==> config.mk <==
export PLATFORM = sky130hd
export DESIGN_NAME = intc_mmio
export DESIGN_NICKNAME = d
export VERILOG_FILES = /design/src/rtl/intc_pkg.sv /design/src/rtl/intc_prio.sv /design/src/rtl/intc_mmio.sv
export SDC_FILE = /design/constraint.sdc
export NUM_CORES = 1
export LEC_CHECK = 0
export CORE_MARGIN = 4
export CORE_UTILIZATION = 46
export CTS_CLUSTER_DIAMETER = 30
export DETAILED_ROUTE_END_ITERATION = 7
export MAX_ROUTING_LAYER = met4
export PLACE_DENSITY = 0.86
export SLEW_MARGIN = 30
export SYNTH_ARGS = -nofsm -noshare
export SYNTH_HDL_FRONTEND = slang
export SYNTH_SLANG_ARGS = --single-unit
==> constraint.sdc <==
create_clock -name clk -period 8.8 [get_ports clk]
set_clock_uncertainty 0.15 [all_clocks]
set_input_delay 2.64 -clock clk [delete_from_list [all_inputs] [get_ports clk]]
set_output_delay 2.64 -clock clk [all_outputs]
set_load 0.05 [all_outputs]
==> src/rtl/intc_pkg.sv <==
// intc_pkg: shared constants for the memory-mapped interrupt controller
package intc_pkg;
  localparam int N_SRC = 6;
  localparam int CW = 3;
  localparam logic [4:0] OFF_PEND  = 5'h00;
  localparam logic [4:0] OFF_MASK  = 5'h04;
  localparam logic [4:0] OFF_MODE  = 5'h08;
  localparam logic [4:0] OFF_CLAIM = 5'h0C;
  localparam logic [4:0] OFF_EOI   = 5'h10;
  localparam logic [4:0] OFF_INSVC = 5'h14;
endpackage

==> src/rtl/intc_prio.sv <==
// intc_prio: combinational priority encoder, highest set index wins
// ports: vec_i request vector; valid_o any bit set; idx_o index of highest set bit
module intc_prio
  import intc_pkg::*;
(
  input  logic [N_SRC-1:0] vec_i,
  output logic             valid_o,
  output logic [CW-1:0]    idx_o
);
  always_comb begin
    valid_o = |vec_i;
    idx_o = '0;
    for (int i = 0; i < N_SRC; i++) idx_o = vec_i[i] ? CW'(i) : idx_o;
  end
endmodule

==> src/rtl/intc_mmio.sv <==
// intc_mmio: memory-mapped interrupt controller driving the core INT lines
// ports: clk/rst sync active-high; irq_src async requests; addr/we/re/wd core bus;
//        rd combinational read data; hit window decode; INT registered requests
module intc_mmio
  import intc_pkg::*;
#(
  parameter logic [31:0] BASE_ADDR = 32'h0000_FF00
) (
  input  logic             clk,
  input  logic             rst,
  input  logic [N_SRC-1:0] irq_src,
  input  logic [31:0]      addr,
  input  logic             we,
  input  logic             re,
  input  logic [31:0]      wd,
  output logic [31:0]      rd,
  output logic             hit,
  output logic [N_SRC-1:0] INT
);
  logic [N_SRC-1:0] s1_q, s2_q, prev_q, pend_q, pend_d, mask_q, mode_q, ins_q, ins_d, int_q;
  logic [N_SRC-1:0] above, elig, edge_det, w1c, claim_set, eoi_clr;
  logic [4:0] off;
  logic wr, rfx, ins_v, cl_v, eoi_ok;
  logic [CW-1:0] ins_idx, cl_idx;
  logic unused_bits;
  assign unused_bits = ^{addr[1:0], wd[31:CW]};
  assign hit = addr[31:5] == BASE_ADDR[31:5];
  assign off = {addr[4:2], 2'b00};
  assign wr = hit & we;
  assign rfx = hit & re & ~we;
  assign edge_det = s2_q & ~prev_q;
  intc_prio u_ins (.vec_i(ins_q), .valid_o(ins_v), .idx_o(ins_idx));
  intc_prio u_claim (.vec_i(elig), .valid_o(cl_v), .idx_o(cl_idx));
  // only sources strictly above the highest in-service index may interrupt
  always_comb begin
    above = '0;
    for (int i = 0; i < N_SRC; i++) above[i] = !ins_v || (i > int'(ins_idx));
  end
  assign elig = pend_q & mask_q & above;
  assign claim_set = (rfx && off == OFF_CLAIM && cl_v) ? N_SRC'(1) << cl_idx : '0;
  assign w1c = (wr && off == OFF_PEND) ? wd[N_SRC-1:0] : '0;
  assign eoi_ok = wr && off == OFF_EOI && wd[CW-1:0] != '0 && int'(wd[CW-1:0]) <= N_SRC;
  assign eoi_clr = eoi_ok ? N_SRC'(1) << (wd[CW-1:0] - CW'(1)) : '0;
  // edge bits: set beats clear; level bits simply track the synced input
  assign pend_d = (mode_q & ((pend_q & ~w1c & ~claim_set) | edge_det)) | (~mode_q & s2_q);
  assign ins_d = (ins_q & ~eoi_clr) | claim_set;
  always_comb begin
    rd = '0;
    if (hit)
      rd = off == OFF_PEND  ? 32'(pend_q) :
           off == OFF_MASK  ? 32'(mask_q) :
           off == OFF_MODE  ? 32'(mode_q) :
           off == OFF_CLAIM ? (cl_v ? 32'(cl_idx) + 32'd1 : 32'd0) :
           off == OFF_INSVC ? 32'(ins_q) : 32'd0;
  end
  always_ff @(posedge clk) begin
    if (rst) begin
      s1_q <= '0;
      s2_q <= '0;
      prev_q <= '0;
      pend_q <= '0;
      mask_q <= '0;
      mode_q <= '0;
      ins_q <= '0;
      int_q <= '0;
    end else begin
      s1_q <= irq_src;
      s2_q <= s1_q;
      prev_q <= s2_q;
      pend_q <= pend_d;
      ins_q <= ins_d;
      int_q <= elig;
      if (wr && off == OFF_MASK) mask_q <= wd[N_SRC-1:0];
      if (wr && off == OFF_MODE) mode_q <= wd[N_SRC-1:0];
    end
  end
  assign INT = int_q;
endmodule

# Word-level counts from Yosys, hierarchy flattened
# Cells that the tools add are included.
[totals]
out_inout_bits = 39
wordCells = 82
inputBits = 74
reg_bits = 48
[classes]
n_bitwise = 20
magnitude_cmp = 6
mux = 20
n_reduce_logical = 18
n_eq_ne = 6
n_addsub = 2
shift = 2
[ops]
columns = ["operator", "n"]
rows = [
  ["6-bit two-way mux", 9],
  ["6-bit AND", 8],
  ["6-bit NOT", 5],
  ["27-bit by 11-bit equality test with 1-bit output (second input constant)", 1],
  ["3-bit two-way mux", 8],
  ["6-bit bitwise OR", 3],
  ["6-bit OR reduction", 2],
  ["1-bit by 3-bit << shifter with 6-bit output (first input constant)", 2],
  ["1-bit logical AND", 8],
  ["3-bit by 2-bit equality test with 1-bit output (second input constant)", 2],
  ["3-bit equality test (second input constant)", 2],
  ["2-bit by 3-bit greater-than comparator with 1-bit output (first input constant)", 2],
  ["3-bit greater-than comparator (first input constant)", 2],
  ["5-bit zero test", 1],
  ["1-bit logical OR", 5],
  ["3-bit by 1-bit adder with 4-bit output (second input constant)", 1],
  ["4-bit two-way mux", 1],
  ["1-bit AND", 3],
  ["3-bit by 1-bit equality test with 1-bit output (second input constant)", 1],
  ["1-bit by 3-bit greater-than comparator with 1-bit output (first input constant)", 1],
  ["3-bit <= comparator (second input constant)", 1],
  ["3-bit nonzero test", 1],
  ["3-bit by 1-bit subtractor with 3-bit output (second input constant)", 1],
  ["1-bit two-way mux", 2],
  ["2 further kinds", 2],
]

# Depth between registers and ports, before layout
[depth]
depth_word = 20
depth_mapped = 10
mapped_depth_nobuf = 10

# Cells and area by module
# From an unflattened synthesis, not the netlist that was laid out.
[hier_totals]
cells_unflattened = 349
area_unflattened_um2 = 2891.5
[by_module_without_submodules]
columns = ["mod", "cells_per_inst", "area_per_inst_um2", "seq_area_each_um2", "instances"]
rows = [
  ["intc_mmio", 333, 2808.9, 960.9, 1],
  ["intc_prio", 8, 41.3, 0.0, 2],
]

# Worst setup path after synthesis
# No wires, ideal clock.
[synth_timing]
kind = "input port to output port"
from = "input port addr[18]"
to = "output port rd[0]"
required_ns = 6.010
arrival_time_ns = 4.905
n_path_buf = 2
slack_ns = 1.105
cell_stages = 7
path_cell_list = "or4b_4 -> nor4_4 -> and2_1 -> buf_6 -> buf_12 -> o21ai_0 -> a21oi_1"
[synth_between]
elab_chain_cells = 2
[synth_lines]
columns = ["item", "line", "rtl"]
rows = [
  ["start: declaration", "intc_mmio.sv:12", "input logic [31:0] addr,"],
  ["27-bit by 11-bit equality test with 1-bit output", "intc_mmio.sv:27", "assign hit = addr[31:5] == BASE_ADDR[31:5];"],
  ["via hit", "intc_mmio.sv:17", "output logic hit,"],
  ["6-bit two-way mux", "intc_mmio.sv:49", "if (hit)"],
  ["end: declaration", "intc_mmio.sv:16", "output logic [31:0] rd,"],
]
# The timed path passes the listed nets, and every way through them passes these cells.

# Final worst setup path
[layout_timing]
from = "input port addr[18]"
to = "output port hit"
[layout_between]
elab_chain_cells = 1
[layout_lines]
columns = ["item", "line"]
rows = [
  ["27-bit by 11-bit equality test with 1-bit output", "intc_mmio.sv:27"],
  ["end: declaration", "intc_mmio.sv:17"],
]
# Every way passes these cells.

==> impl_results.md <==
- Seq/Total Area, Yosys: 35.85%
- CTS tree: yes
- Iteration-0 DRC Markers: 189
- First-pass GRT wire length: 10.72 mm
- Cell area after synthesis: 0.002680 sq mm
- WL final: 6.562 mm
- Distinct cells, synth: 54
- Critical path's slowest cell: clkdlybuf4s50_1
- Most common cell in the netlist: dfxtp_1
- Worst-path clk slew: 80 ps
- Final Wtd Congestion: 0.9767
- CP endpoint kind: primary output
- Vias in the first global route: 2275
- Hold Path Class: reg2reg
- Avg WL per Cell: 15.23 um
- Fraction of layout cells with a size suffix above 1: 8.914%
- Syn_area_per_cell: 8.730 sq um
- RSZ-0062 raised after global routing: false
- Synth top cells by count: 48 x dfxtp_1, 27 x buf_4, 25 x nor2_1, 25 x nor2b_1, 17 x nand2_1
- 1st-pass router iterations: 5
- Num rows: 27
- Fmax: 127.7 MHz
- Via-per-instance ratio: 5.633
- Area share of the largest cell type after synthesis: 35.85%
- Power Dens Cells: 134.5 mW/mm^2
- Top FF cell, synth: dfxtp_1
- Nets: 439
- Largest net degree at the start of global routing: 44
- Worst path arrival time: 5040 ps
- Port Buf Inserts: 58
- Routed Antenna Nets: 0
- Setup bufs post-CTS: 0
- CTS Hold Bufs: 0
- Final Cycle Share: 88.97%
- Crit Path Max Fanout: 4
- Flops & latches, synth: 48
- Horiz. Die Dim: 84.33 um
- Clk root buf: clkbuf_8
- Largest area contributor in the netlist: dfxtp_1
- Ant diodes: 0
- Initial core utilization: 48.08%
- # setup viols final: 0
- Hold Violations, Final: 0
- # resized after CTS: 0
- Post-route DRC violation count: 0
- Clock sink count: 48
- CTS H-tree lvls: 2
- Worst path cell trace: clkdlybuf4s50_1, or4b_4, nor4_4, and2_1, clkdlybuf4s50_1
- Final Max Tran Viols: 0
- Slew HR: 61.76%
- Max_cap viols: 0
- CP delay by family, top: buffers and inverters
- Worst-skew pair later-pin latency: 290 ps
- Fin util: 58.83%
- Yosys warns: 0
- Cts bufs inserted: 5
- Synthesized instance count: 307
- CP most frequent cell: clkdlybuf4s50_1
- Crit path required time: 6010 ps
- Vert. Die Dim: 84.33 um
- Initial antenna violation count: 0
- Setup_tns: 0 ps
- Asr flop ratio synth: 0%
- Synth area leaders: dfxtp_1 36%, buf_4 7.6%, mux2i_1 6.0%
- Vias after detailed routing: 2428
- Core area: 0.005574 sq mm
- WS Path Type: in2out
- Total GRT Usage: 18.80%
- Area growth, synth to finish: 22.36%
- Maximum vdd drop: 0.09209 mV
- Critical path buffers and inverters: 2
- Clock buffer depth: 2
- Worst setup SP type: input pin
- Static Leakage: 1.372 nW
- Tightest Pin Transition: 571.8 ps
- Outcome: completed
- CP peak stage delay: 810 ps
- Min Tclk post-route: 7830 ps
- Post-synth EDFFs: 0
- Die ar.: 0.007112 sq mm
- Remaining global-route overflow: 0
- Hpwl dp: 4.940 mm
- IO Pins: 113
[sequential cells by signal, summed over array words and instances (netlist names)]
register / flops
s1_q: 6
mask_q: 6
ins_q: 6
pend_q: 6
mode_q: 6
prev_q: 6
s2_q: 6
INT: 6
[cell usage in the layout (no fill, tap or decap), types with 12 or more instances in the layout]
cell              n
mux2i_1          16
dfxtp_1          48
nor2b_1          25
nor2_1           25
conb_1           26
a21oi_1          13
inv_1            12
clkdlybuf4s50_1  52
nand2_1          17
[metrics by stage]
step / setup WS [ps] / hold slack [ps] / instances / total power, mW / instance area [sq um]
final: 970.5 / 292.8 / 431 / 0.4411 / 3279
after global placement: 950.9 / 266.8 / 425 / 0.2960 / 3181
after floorplan: 1105 / 263.8 / 332 / 0.2792 / 2774
after CTS: 948.2 / 295.6 / 431 / 0.4436 / 3279
after global routing: 896.5 / 307.6 / 431 / 0.4571 / 3279
after detailed placement: 947.8 / 276.8 / 425 / 0.2969 / 3181
[final timing paths]
check        cells after the start              endpoint  slack (ps)           startpoint
max reg2reg                      9  pend_q[3]$_SDFF_PP0_        6420  ins_q[5]$_SDFF_PP0_
min reg2reg                      1    s2_q[5]$_SDFF_PP0_         290   s1_q[5]$_SDFF_PP0_
min                              1    s2_q[5]$_SDFF_PP0_         290   s1_q[5]$_SDFF_PP0_
max                              5                   hit         970             addr[18]
[worst reg2reg max path, cell delays in order (launching register included)]
cell,delay (ps)
dfxtp_1,400
or4bb_1,620
nand2_1,210
inv_1,80
o21ai_0,120
inv_1,110
ha_1,200
ha_1,180
nand4_1,110
a31o_1,160
[final cells by class]
cell class                      count  area [sq um]
Multi-Input combinational cell    231          1489
Timing Repair Buffer               62         595.6
Tap cell                           72         90.09
Fill cell                         511          2295
Clock buffer                        5         68.82
Sequential cell                    48         960.9
Clock inverter                      1         30.03
Inverter                           12         45.04
[power breakdown]
part / switching, mW / total, mW / internal, mW
Clock: 0.0672 / 0.149 / 0.0815
Sequential: 0.00125 / 0.222 / 0.221
Combinational: 0.0446 / 0.0702 / 0.0256
Total: 0.113 / 0.441 / 0.328
[layer usage]
metal	part of all wire, %	routed length (um)	vias to the layer above	track usage (%)
li1	-	-	1143	-
met1	43	2791	1103	24.23
met2	44	2876	162	28.48
met3	11	733	20	5.496
met4	2.4	160	0	5.899
met5	0	0	-	-
[logic make-up after synthesis]
| family | count (synthesis) | synth area share, % |
|---|---|---|
| fa+ha+maj | 5 | 2.334 |
| flops | 48 | 35.85 |
| simple gates | 131 | 29.93 |
| compound gates | 53 | 13.68 |
| mux | 16 | 5.976 |
| other cells | 1 | 0.1399 |
| buf+inv | 53 | 12.09 |
Note: power is estimated with default switching activity, not from simulation.
